$ cat src/rtl/snake_game_ctrl_if.sv
// rtl/snake_game_ctrl_if.sv - signal bundle between snake control and its environment
//
// Purpose: groups the button/datapath inputs and the game-state/direction/tick
//          outputs of snake_game_ctrl.
// Modports:
//   slave  - the controller: consumes Start, Btn*, Collision, Length;
//            drives q_*, In_Dirn, SCEN, Speed_Clk, Move_Count.
//   master - the environment (buttons + datapath): the mirror image.
interface snake_game_ctrl_if;
  logic        Start;
  logic        BtnU;
  logic        BtnD;
  logic        BtnL;
  logic        BtnR;
  logic        Collision;
  logic [7:0]  Length;
  logic        q_I;
  logic        q_Run;
  logic        q_Win;
  logic        q_Lose;
  logic [1:0]  In_Dirn;
  logic        SCEN;
  logic        Speed_Clk;
  logic [15:0] Move_Count;

  modport slave (
    input  Start, BtnU, BtnD, BtnL, BtnR, Collision, Length,
    output q_I, q_Run, q_Win, q_Lose, In_Dirn, SCEN, Speed_Clk, Move_Count
  );

  modport master (
    output Start, BtnU, BtnD, BtnL, BtnR, Collision, Length,
    input  q_I, q_Run, q_Win, q_Lose, In_Dirn, SCEN, Speed_Clk, Move_Count
  );
endinterface

$ cat src/rtl/snake_game_ctrl.sv
// rtl/snake_game_ctrl.sv - snake game state machine, direction filter and move tick
//
// Purpose: owns the INI/RUN/WIN/LOSE game FSM, filters button pulses into a
//          legal direction code with a one-cycle SCEN strobe, and produces the
//          Speed_Clk move enable whose period shrinks as the snake grows.
// Ports:
//   Clk   - system clock
//   Reset - synchronous, active-high reset
//   bus   - snake_game_ctrl_if.slave: Start, BtnU/D/L/R, Collision, Length in;
//           q_I/q_Run/q_Win/q_Lose, In_Dirn, SCEN, Speed_Clk, Move_Count out
module snake_game_ctrl #(
  parameter int unsigned TICK_DIV   = 25000000,
  parameter int unsigned SPEED_STEP = 1000000,
  parameter int unsigned MIN_DIV    = 5000000,
  parameter int unsigned START_LEN  = 3,
  parameter int unsigned WIN_LENGTH = 20,
  parameter logic [1:0]  START_DIRN = 2'b00
) (
  input logic              Clk,
  input logic              Reset,
  snake_game_ctrl_if.slave bus
);

  typedef enum logic [1:0] {S_INI, S_RUN, S_WIN, S_LOSE} state_t;

  state_t      r_state;
  logic [3:0]  r_onehot;      // {I, Run, Win, Lose}
  logic [1:0]  r_dirn;        // pending direction presented on In_Dirn
  logic [1:0]  r_commit;      // direction the snake actually moved with
  logic        r_scen;
  logic        r_speed_clk;
  logic [31:0] r_cnt;
  logic [31:0] r_period;
  logic [15:0] r_move_count;

  logic [31:0] w_len32;
  logic [31:0] w_len_excess;
  logic [63:0] w_dec;
  logic [31:0] w_next_period;
  logic        w_win;
  logic        w_tick_hit;
  logic        w_press;
  logic [1:0]  w_press_dirn;
  logic        w_accept;

  assign w_len32    = {24'd0, bus.Length};
  assign w_win      = (w_len32 >= WIN_LENGTH);
  assign w_tick_hit = (r_cnt == r_period - 32'd1);

  // Lengths at or below the start length give no speed-up, so the
  // subtraction can never wrap.
  assign w_len_excess = (w_len32 > START_LEN) ? (w_len32 - START_LEN) : 32'd0;
  assign w_dec        = {32'd0, w_len_excess} * {32'd0, SPEED_STEP};

  always_comb begin
    w_next_period = MIN_DIV;
    if (w_dec < {32'd0, TICK_DIV}) begin
      if ((TICK_DIV - w_dec[31:0]) > MIN_DIV) begin
        w_next_period = TICK_DIV - w_dec[31:0];
      end
    end
  end

  // Fixed priority U > D > L > R; the code order matches In_Dirn encoding.
  always_comb begin
    w_press      = 1'b1;
    w_press_dirn = 2'b00;
    if (bus.BtnU)      w_press_dirn = 2'b00;
    else if (bus.BtnD) w_press_dirn = 2'b01;
    else if (bus.BtnL) w_press_dirn = 2'b10;
    else if (bus.BtnR) w_press_dirn = 2'b11;
    else               w_press      = 1'b0;
  end

  // Reverse of a code is the code with bit 0 flipped (UP<->DOWN, LEFT<->RIGHT).
  // The check is against the committed direction, so a turn can be revised
  // freely between ticks without ever folding the snake onto itself.
  assign w_accept = (r_state == S_RUN) && w_press &&
                    (w_press_dirn != (r_commit ^ 2'b01)) &&
                    (w_press_dirn != r_dirn);

  always_ff @(posedge Clk) begin
    if (Reset) begin
      r_state      <= S_INI;
      r_onehot     <= 4'b1000;
      r_dirn       <= START_DIRN;
      r_commit     <= START_DIRN;
      r_scen       <= 1'b0;
      r_speed_clk  <= 1'b0;
      r_cnt        <= 32'd0;
      r_period     <= TICK_DIV;
      r_move_count <= 16'd0;
    end else begin
      r_scen      <= 1'b0;
      r_speed_clk <= 1'b0;
      // Commit in the cycle the move tick is visible, i.e. the direction the
      // datapath moves with; a press in this same cycle still sees the old value.
      if (r_speed_clk) r_commit <= r_dirn;
      if (w_accept) begin
        r_dirn <= w_press_dirn;
        r_scen <= 1'b1;
      end
      case (r_state)
        S_INI: begin
          if (bus.Start) begin
            r_state      <= S_RUN;
            r_onehot     <= 4'b0100;
            r_cnt        <= 32'd0;
            r_period     <= TICK_DIV;
            r_move_count <= 16'd0;
            r_commit     <= START_DIRN;
            r_dirn       <= START_DIRN;
          end
        end
        S_RUN: begin
          // Leaving RUN suppresses the tick so Speed_Clk is never seen
          // outside RUN.
          if (bus.Collision) begin
            r_state  <= S_LOSE;
            r_onehot <= 4'b0001;
          end else if (w_win) begin
            r_state  <= S_WIN;
            r_onehot <= 4'b0010;
          end else if (w_tick_hit) begin
            r_cnt        <= 32'd0;
            r_speed_clk  <= 1'b1;
            r_period     <= w_next_period;
            r_move_count <= (r_move_count == 16'hFFFF) ? r_move_count
                                                       : r_move_count + 16'd1;
          end else begin
            r_cnt <= r_cnt + 32'd1;
          end
        end
        default: begin
          if (bus.Start) begin
            r_state  <= S_INI;
            r_onehot <= 4'b1000;
          end
        end
      endcase
    end
  end

  assign bus.q_I        = r_onehot[3];
  assign bus.q_Run      = r_onehot[2];
  assign bus.q_Win      = r_onehot[1];
  assign bus.q_Lose     = r_onehot[0];
  assign bus.In_Dirn    = r_dirn;
  assign bus.SCEN       = r_scen;
  assign bus.Speed_Clk  = r_speed_clk;
  assign bus.Move_Count = r_move_count;

endmodule

$ cat src/flat_wrapper.sv
// flat-port wrapper written by rule: the top's interface ports become plain ports
module snake_game_ctrl_flat 
#(
  parameter int unsigned TICK_DIV   = 25000000,
  parameter int unsigned SPEED_STEP = 1000000,
  parameter int unsigned MIN_DIV    = 5000000,
  parameter int unsigned START_LEN  = 3,
  parameter int unsigned WIN_LENGTH = 20,
  parameter logic [1:0]  START_DIRN = 2'b00
)
  (Clk, Reset, bus_Start, bus_BtnU, bus_BtnD, bus_BtnL, bus_BtnR, bus_Collision, bus_Length, bus_q_I, bus_q_Run, bus_q_Win, bus_q_Lose, bus_In_Dirn, bus_SCEN, bus_Speed_Clk, bus_Move_Count);
  snake_game_ctrl_if bus_i ();
  input logic Clk;
  input logic Reset;
  input wire logic [$bits(bus_i.Start)-1:0] bus_Start;
  input wire logic [$bits(bus_i.BtnU)-1:0] bus_BtnU;
  input wire logic [$bits(bus_i.BtnD)-1:0] bus_BtnD;
  input wire logic [$bits(bus_i.BtnL)-1:0] bus_BtnL;
  input wire logic [$bits(bus_i.BtnR)-1:0] bus_BtnR;
  input wire logic [$bits(bus_i.Collision)-1:0] bus_Collision;
  input wire logic [$bits(bus_i.Length)-1:0] bus_Length;
  output wire logic [$bits(bus_i.q_I)-1:0] bus_q_I;
  output wire logic [$bits(bus_i.q_Run)-1:0] bus_q_Run;
  output wire logic [$bits(bus_i.q_Win)-1:0] bus_q_Win;
  output wire logic [$bits(bus_i.q_Lose)-1:0] bus_q_Lose;
  output wire logic [$bits(bus_i.In_Dirn)-1:0] bus_In_Dirn;
  output wire logic [$bits(bus_i.SCEN)-1:0] bus_SCEN;
  output wire logic [$bits(bus_i.Speed_Clk)-1:0] bus_Speed_Clk;
  output wire logic [$bits(bus_i.Move_Count)-1:0] bus_Move_Count;
  assign bus_i.Start = bus_Start;
  assign bus_i.BtnU = bus_BtnU;
  assign bus_i.BtnD = bus_BtnD;
  assign bus_i.BtnL = bus_BtnL;
  assign bus_i.BtnR = bus_BtnR;
  assign bus_i.Collision = bus_Collision;
  assign bus_i.Length = bus_Length;
  assign bus_q_I = bus_i.q_I;
  assign bus_q_Run = bus_i.q_Run;
  assign bus_q_Win = bus_i.q_Win;
  assign bus_q_Lose = bus_i.q_Lose;
  assign bus_In_Dirn = bus_i.In_Dirn;
  assign bus_SCEN = bus_i.SCEN;
  assign bus_Speed_Clk = bus_i.Speed_Clk;
  assign bus_Move_Count = bus_i.Move_Count;
  snake_game_ctrl #(.TICK_DIV(TICK_DIV), .SPEED_STEP(SPEED_STEP), .MIN_DIV(MIN_DIV), .START_LEN(START_LEN), .WIN_LENGTH(WIN_LENGTH), .START_DIRN(START_DIRN)) u_core (.Clk(Clk), .Reset(Reset), .bus(bus_i));
endmodule
$ cat config.mk
export PLATFORM = sky130hd
export DESIGN_NAME = snake_game_ctrl_flat
export DESIGN_NICKNAME = d
export VERILOG_FILES = /design/src/rtl/snake_game_ctrl_if.sv /design/src/rtl/snake_game_ctrl.sv /design/src/flat_wrapper.sv
export SDC_FILE = /design/constraint.sdc
export NUM_CORES = 1
export LEC_CHECK = 0
export CORE_ASPECT_RATIO = 0.6
export CORE_UTILIZATION = 35
export DETAILED_ROUTE_END_ITERATION = 8
export PLACE_DENSITY = 0.52
export SYNTH_ARGS = -nofsm -noshare
export SYNTH_HDL_FRONTEND = slang
export SYNTH_SLANG_ARGS = --single-unit
$ cat constraint.sdc
create_clock -name Clk -period 24 [get_ports Clk]
set_clock_uncertainty 0.05 [all_clocks]
set_input_delay 4.8 -clock Clk [delete_from_list [all_inputs] [get_ports Clk]]
set_output_delay 4.8 -clock Clk [all_outputs]
set_load 0.005 [all_outputs]
==> results.json, run 1 <==
{
  "grt_max_degree": 44,
  "max_freq_mhz": 75.1,
  "viasPerCell": 5.25,
  "drive_gt1_share_pct": 4.71,
  "wl_um": 21700,
  "min_period_ns": 13.32,
  "ctsResizeCount": 0,
  "min_period_over_period_pct": 55.5,
  "grt_overflow_total": 0,
  "area_growth_pct": 11.9,
  "power.density_nw_per_um2": 99.5,
  "synth-simple-area-share_pct": 24.7,
  "clk_path_buf_depth": 2,
  "cts_buffers": 9,
  "leakagePower_uw": 0.00392,
  "synth_edf_count": 0,
  "io_buffers": 39,
  "core.rowCount": 43,
  "cts_max_level": 3,
  "synthesis.nets": 1158,
  "placed_cell_area_um2": 9180,
  "worstRegToRegCells": 14,
  "ir_drop_mv": 0.0552,
  "grt_pass1_wl_um": 35600,
  "dieArea_um2": 24900,
  "ys_async_sr_fraction_pct": 0,
  "final_util_pct": 40.5,
  "synth-warning-count": 0,
  "die_w_um": 203,
  "cp_slowest_cell": "nor2b_1",
  "hold_viol_final": 0,
  "drt-initial-drc-count": 490,
  "fin_area_um2": 9490,
  "fill_cells": 2438,
  "synth_compound_area_share_pct": 14.7,
  "tritoncts": "yes",
  "wire_per_inst_um": 15.8,
  "vias": 7229,
  "synthAdderAreaFrac_pct": 20.7,
  "synth-seq-cells": 86,
  "critical_path_class": "primary input to flop",
  "avgSynthCellArea_um2": 8.26,
  "cp-end-kind": "flop",
  "crit_chain": "clkdlybuf4s50_1, or4_1, nor3_1, nor2b_1, fa_1, fa_1, fa_1, fa_1, ha_1, inv_1, fa_1, inv_1, ha_1, nand2_1, a211oi_1, o211ai_1, and3_1, xnor2_1, nor4_1, nand4b_1, nor2b_1, a31oi_1",
  "hold_class": "flop to flop",
  "tightestPinTransition_ns": 1.10,
  "grt_pass1_vias": 6456,
  "initial_utilization_pct": 36.2,
  "die_h_um": 123,
  "synth_top_family_by_area": "simple AND/OR/NAND/NOR gates",
  "crit_family": "simple AND/OR/NAND/NOR gates",
  "synth_flop_cell": "dfxtp_1",
  "synth_xor_area_share_pct": 12.8,
  "start_kind": "primary input",
  "synth_cell_types": 78,
  "drtAntennaViolNets": 0,
  "path_common_cell": "fa_1",
  "insertedDiodeCount": 0,
  "gp_congestion": 0.860,
  "hpwlAfterDp_um": 17700,
  "ctsHoldBuffers": 0,
  "fin_nets": 1187,
  "required_ns": 24.13,
  "post-cts-setup-buffers": 0,
  "path_max_fanout": 12,
  "fin_tns_setup_ns": 0,
  "route.detailed.drc": 0,
  "muxShareOfSynthArea_pct": 1.42,
  "holdWs_ns": 0.427,
  "antenna_found_initial": 0,
  "outcome": "finished, final reports clean",
  "clock-sinks": 86,
  "path_clk_slew_ns": 0.07,
  "path_depth": 22,
  "num_io_pins": 40,
  "syn_area_um2": 8480,
  "finalSetupViolCount": 0,
  "rsz0062_at_grt": "no",
  "yosysSeqAreaShare_pct": 20.3,
  "grt_use_total_pct": 18.2,
  "syn_inst": 1027,
  "p_total_uw": 945,
  "final_max_slew_viol_count": 0,
  "maxCapViolations": 0,
  "cp_data_arrival_time_ns": 13.45,
  "clockRootBuffer": "clkbuf_16",
  "core_um2": 23500,
  "worstPathBufferInverterCount": 3,
  "max_slew_margin_pct": 25.5,
  "worst_path_largest_cell_delay_ns": 0.90,
  "whs_path_depth": 2,
  "dr.pass1.iters": 5,
  "clk_latency_ns": 0.35
}
==> synthesized netlist by cell type (all sizes together), types with 6 or more instances <==
library cell  number  share of area, %
nand4             19               1.5
xnor2             68               7.0
or2               10              0.74
or3               12              0.89
nor4              13               1.0
o31ai              7              0.62
and3              22               1.6
a211oi             7              0.68
nand3             40               2.5
nor3b              7              0.68
a21oi             45               2.7
ha                73                11
a31oi             14               1.0
dfxtp             86                20
o211ai             6              0.53
xor2              56               5.8
clkbuf            15              0.66
a31o               6              0.62
nor3              30               2.0
nor2b              7              0.52
o21ai             41               2.5
mux2i             12               1.4
nand2             72               3.2
nor2             105               4.7
inv               88               3.9
o21a               6              0.62
buf               10              0.81
nand2b            11              0.81
fa                42               9.9
and2               8              0.59
and4              10               1.0
a21o              12               1.1
==> state kept, by name, indices dropped and copies added (netlist names) <==
signal                 flops
u_core.bus.Move_Count     16
u_core.r_commit            2
u_core.bus.Speed_Clk       1
u_core.r_state             2
u_core.bus.SCEN            1
u_core.bus.In_Dirn         2
u_core.r_onehot            4
u_core.r_cnt              32
u_core.r_period           26
==> layer usage <==
layer  GRT usage (%)  wire length [um]  vias to the layer above
li1                -                 -                     3670
met1            31.6             13200                     3370
met2            21.1              7180                      178
met3            3.88              1270                       11
met4            2.73               127                        0
met5               0                 0                        -
==> cell usage in the layout, fill, tap and decap left out, types with 14 or more instances in the layout <==
master           netlist  routed
o21ai_0               37      37
a21oi_1               45      45
dfxtp_1               86      86
nand3_1               39      39
nand2_1               72      72
xor2_1                56      56
xnor2_1               68      68
nor3_1                28      28
inv_1                 88      88
ha_1                  73      73
nor2_1               104     104
fa_1                  42      42
clkdlybuf4s50_1        0      39
and3_1                22      22
a31oi_1               14      14
nand4_1               18      18
==> logic make-up after synthesis <==
group,after synthesis
AND/OR/NAND/NOR,394
AO/OA/AOI/OAI,183
XOR/XNOR,124
adder cells (fa/ha/maj),115
buffers and inverters,113
flip-flops,86
multiplexers,12
==> worst register-to-register path, stage by stage, from the launching register on <==
cell and delay [ns]:
dfxtp_1 0.36, inv_1 0.07, ha_1 0.30, nor3b_2 0.40
and2_1 0.26, nand4_1 0.17, mux2i_1 0.45, nand3_1 0.12
or4b_1 0.62, o21a_4 0.28, o21bai_4 0.13, buf_4 0.43
nor2_1 0.13, nor3b_1 0.20, o2bb2ai_1 0.13
==> path summary, 6_finish.rpt <==
| kind | slack [ns] | startpoint | to |
|---|---|---|---|
| worst min-delay path | 0.43 | u_core.r_cnt[1] | u_core.r_cnt[1] |
| worst max register to register | 19.82 | u_core.r_period[6] | u_core.r_period[12] |
| worst min register to register | 0.43 | u_core.r_cnt[1] | u_core.r_cnt[1] |
| worst max-delay path | 10.68 | bus_Length[4] | u_core.r_period[22] |
==> per-stage QoR <==
step                setup slack (ns)  std cells
floorplan                      10.21       1027
global placement               10.45       1360
detailed placement             10.39       1360
CTS                            10.77       1376
global route                   10.06       1376
finish                         10.68       1376
==> area by class of cell <==
class	count	area [um2]	area share [%]
clock buffer	9	225	2.37
clock inverter	7	87.6	0.923
timing repair buffer	43	420	4.43
sequential	86	1720	18.1
inverter	88	330	3.48
multi-input combinational	828	6310	66.5
tap	315	394	4.15
==> where the power goes <==
part           internal [uW]  total [uW]  leakage (uW)  switching [uW]
clock                   83.4         147      0.000155            63.8
sequential               144         146      0.000694            1.54
combinational            244         652       0.00308             408
Note: power is estimated with default switching activity, not from simulation.
==> run 2: changes to the inputs <==
clock period = 12.4 ns   (was 24 ns; I/O delays follow)
==> run 2 against run 1 <==
Clock power is 88% higher. Sequential power up 93%. Global-route usage up 0.21 points. Highest routed layer unchanged. Die area is the same. Critical path type unchanged. Sequential share of layout area about the same. Via count shrank 1.5%.
==> results.json, run 2 (synthesis gave the netlist of run 1 again) <==
{
  "hold_class": "flop to flop",
  "r2r_slack_ns": 8.15,
  "cp_data_arrival_time_ns": 11.08,
  "clk_path_buf_depth": 2,
  "clk_latency_ns": 0.35,
  "mostFrequentLayoutCell": "nor2_1",
  "layout_common_cells": "nor2_1 (104), inv_1 (88), dfxtp_1 (86)",
  "max_freq_mhz": 91.3,
  "p_sw_uw": 910,
  "viasPerCell": 5.17,
  "cts_max_level": 3,
  "grt_pass1_vias": 6548,
  "whs_path_depth": 2,
  "tightestPinTransition_ns": 1.12,
  "min_period_ns": 10.95,
  "vias": 7122,
  "insertedDiodeCount": 0,
  "final_max_slew_viol_count": 0,
  "final_util_pct": 40.5,
  "holdWs_ns": 0.432,
  "fin_cells": 1377,
  "ctsHoldBuffers": 0,
  "hold_viol_final": 0,
  "antenna_found_initial": 0,
  "setup_slack_ns": 1.45,
  "switching_share_pct": 49.9,
  "core_um2": 23500,
  "fin_nets": 1188,
  "leakagePower_uw": 0.00392,
  "num_io_pins": 40,
  "gp_congestion": 0.856,
  "grt_pass1_wl_um": 35800,
  "clockRootBuffer": "clkbuf_16",
  "hold_path_end": "u_core.r_cnt[1]",
  "wire_per_inst_um": 15.8,
  "power_frac_comb_pct": 69.4,
  "core.rowCount": 43,
  "drtAntennaViolNets": 0,
  "hpwlAfterDp_um": 17700,
  "rsz0062_at_grt": "no",
  "power.density_nw_per_um2": 192,
  "crit-reg2reg-capture": "u_core.r_period[12]",
  "grt_overflow_total": 0,
  "p_seq_share_pct": 15.5,
  "grt_max_degree": 44,
  "ir_drop_mv": 0.118,
  "p_clk_share_pct": 15.2,
  "worstRegToRegCells": 14,
  "critical_path_class": "primary input to flop",
  "wl_um": 21700,
  "finalSetupViolCount": 0,
  "path_clk_slew_ns": 0.06,
  "route.detailed.drc": 0,
  "wl_met3_um": 1390,
  "dieArea_um2": 24900,
  "start_kind": "primary input",
  "top_layer": "met4",
  "drt-initial-drc-count": 546,
  "tritoncts": "yes",
  "min_from": "u_core.r_cnt[1]",
  "placed_cells": 1361,
  "fill_cells": 2442,
  "p_int_uw": 914,
  "largest_reg_flops": 32,
  "max_slew_margin_pct": 24.8,
  "route.met2.wl_um": 7180,
  "cp-end-kind": "flop",
  "path_max_fanout": 12,
  "post-cts-setup-buffers": 0,
  "drive_gt1_share_pct": 4.80,
  "reg2reg_from": "u_core.r_period[6]",
  "required_ns": 12.53,
  "dp_slack_ns": 1.14,
  "min_period_over_period_pct": 88.3,
  "cts_buffers": 9,
  "regMostFlops": "u_core.r_cnt",
  "maxCapViolations": 0,
  "io_buffers": 39,
  "die_w_um": 203,
  "initial_utilization_pct": 36.2,
  "grt_use_total_pct": 18.4,
  "clock-sinks": 86,
  "dr.pass1.iters": 5,
  "outcome": "finished, final reports clean",
  "ctsResizeCount": 0,
  "die_h_um": 123,
  "area_growth_pct": 11.9,
  "fin_tns_setup_ns": 0,
  "wl_met1_um": 13000
}
-- run 2: changes by cell type in the layout (fill, tap and decap cells not counted), sizes merged --
cell / previous run / this run
clkinv: 1 / 3
inv: 93 / 89
clkbuf: 9 / 10
clkinvlp: 0 / 1
buf: 4 / 5
-- run 2: worst max-delay path by stage --
stage	start	to	slack, ns	cells after the start
floorplan	bus_Length[4]	u_core.r_period[12]	0.93	28
finish	bus_Length[4]	u_core.r_period[22]	1.45	22
global placement	bus_Length[4]	u_core.r_period[10]	1.32	24
CTS	bus_Length[4]	u_core.r_period[10]	1.51	24
global route	bus_Length[4]	u_core.r_period[18]	0.85	22
detailed placement	bus_Length[4]	u_core.r_period[10]	1.14	24
-- run 2: per-layer routing --
metal | track usage, % | vias up
met4 | 2.68 | 0
met3 | 4.78 | 13
li1 | - | 3659
met1 | 31.8 | 3291
met2 | 21.0 | 159
met5 | 0 | -
-- run 2: cell type report --
| cell class | count | area [um2] | share of cell area [%] |
|---|---|---|---|
| tap | 315 | 394 | 4.15 |
| clock buffer | 10 | 239 | 2.52 |
| inverter | 88 | 330 | 3.48 |
| sequential | 86 | 1720 | 18.1 |
| timing repair buffer | 44 | 428 | 4.51 |
| clock inverter | 6 | 68.8 | 0.725 |
| multi-input combinational | 828 | 6310 | 66.5 |
-- run 2: metrics by stage --
stage                     instance area, um2  total power, uW
final                                   9500             1820
after detailed placement                9190             1540
after floorplan                         8480             1260
after global routing                    9500             2010
after CTS                               9500             1830
after global placement                  9190             1550
-- run 2: worst max-delay path, stage by stage --
cell             delay (ns)
clkdlybuf4s50_1        0.51
or4_1                  0.71
nor3_1                 0.59
nor2b_1                0.39
fa_1                   0.55
fa_1                   0.53
fa_1                   0.57
fa_1                   0.42
ha_1                   0.29
inv_1                  0.05
fa_1                   0.50
inv_1                  0.04
ha_1                   0.37
nand2_1                0.13
a211oi_1               0.35
o211ai_1               0.20
and3_1                 0.26
xnor2_1                0.21
nor4_1                 0.39
nand4b_1               0.47
nor2b_1                0.91
a31oi_1                0.16
-- run 2: power by group through the flow --
stage / clock network [uW] / logic, uW / registers [uW]
6_report: 277 / 1270 / 282
5_1_grt: 301 / 1430 / 282
4_1_cts: 287 / 1260 / 282
3_5_place_dp: 0 / 1250 / 288
3_3_place_gp: 0 / 1260 / 288
2_1_floorplan: 0 / 970 / 287
==> run 3: changes to the inputs <==
CTS_CLUSTER_DIAMETER = 30   (was unset)
==> results of run 3 <==
Final layout, timing and power as in run 2 (identical DEF).
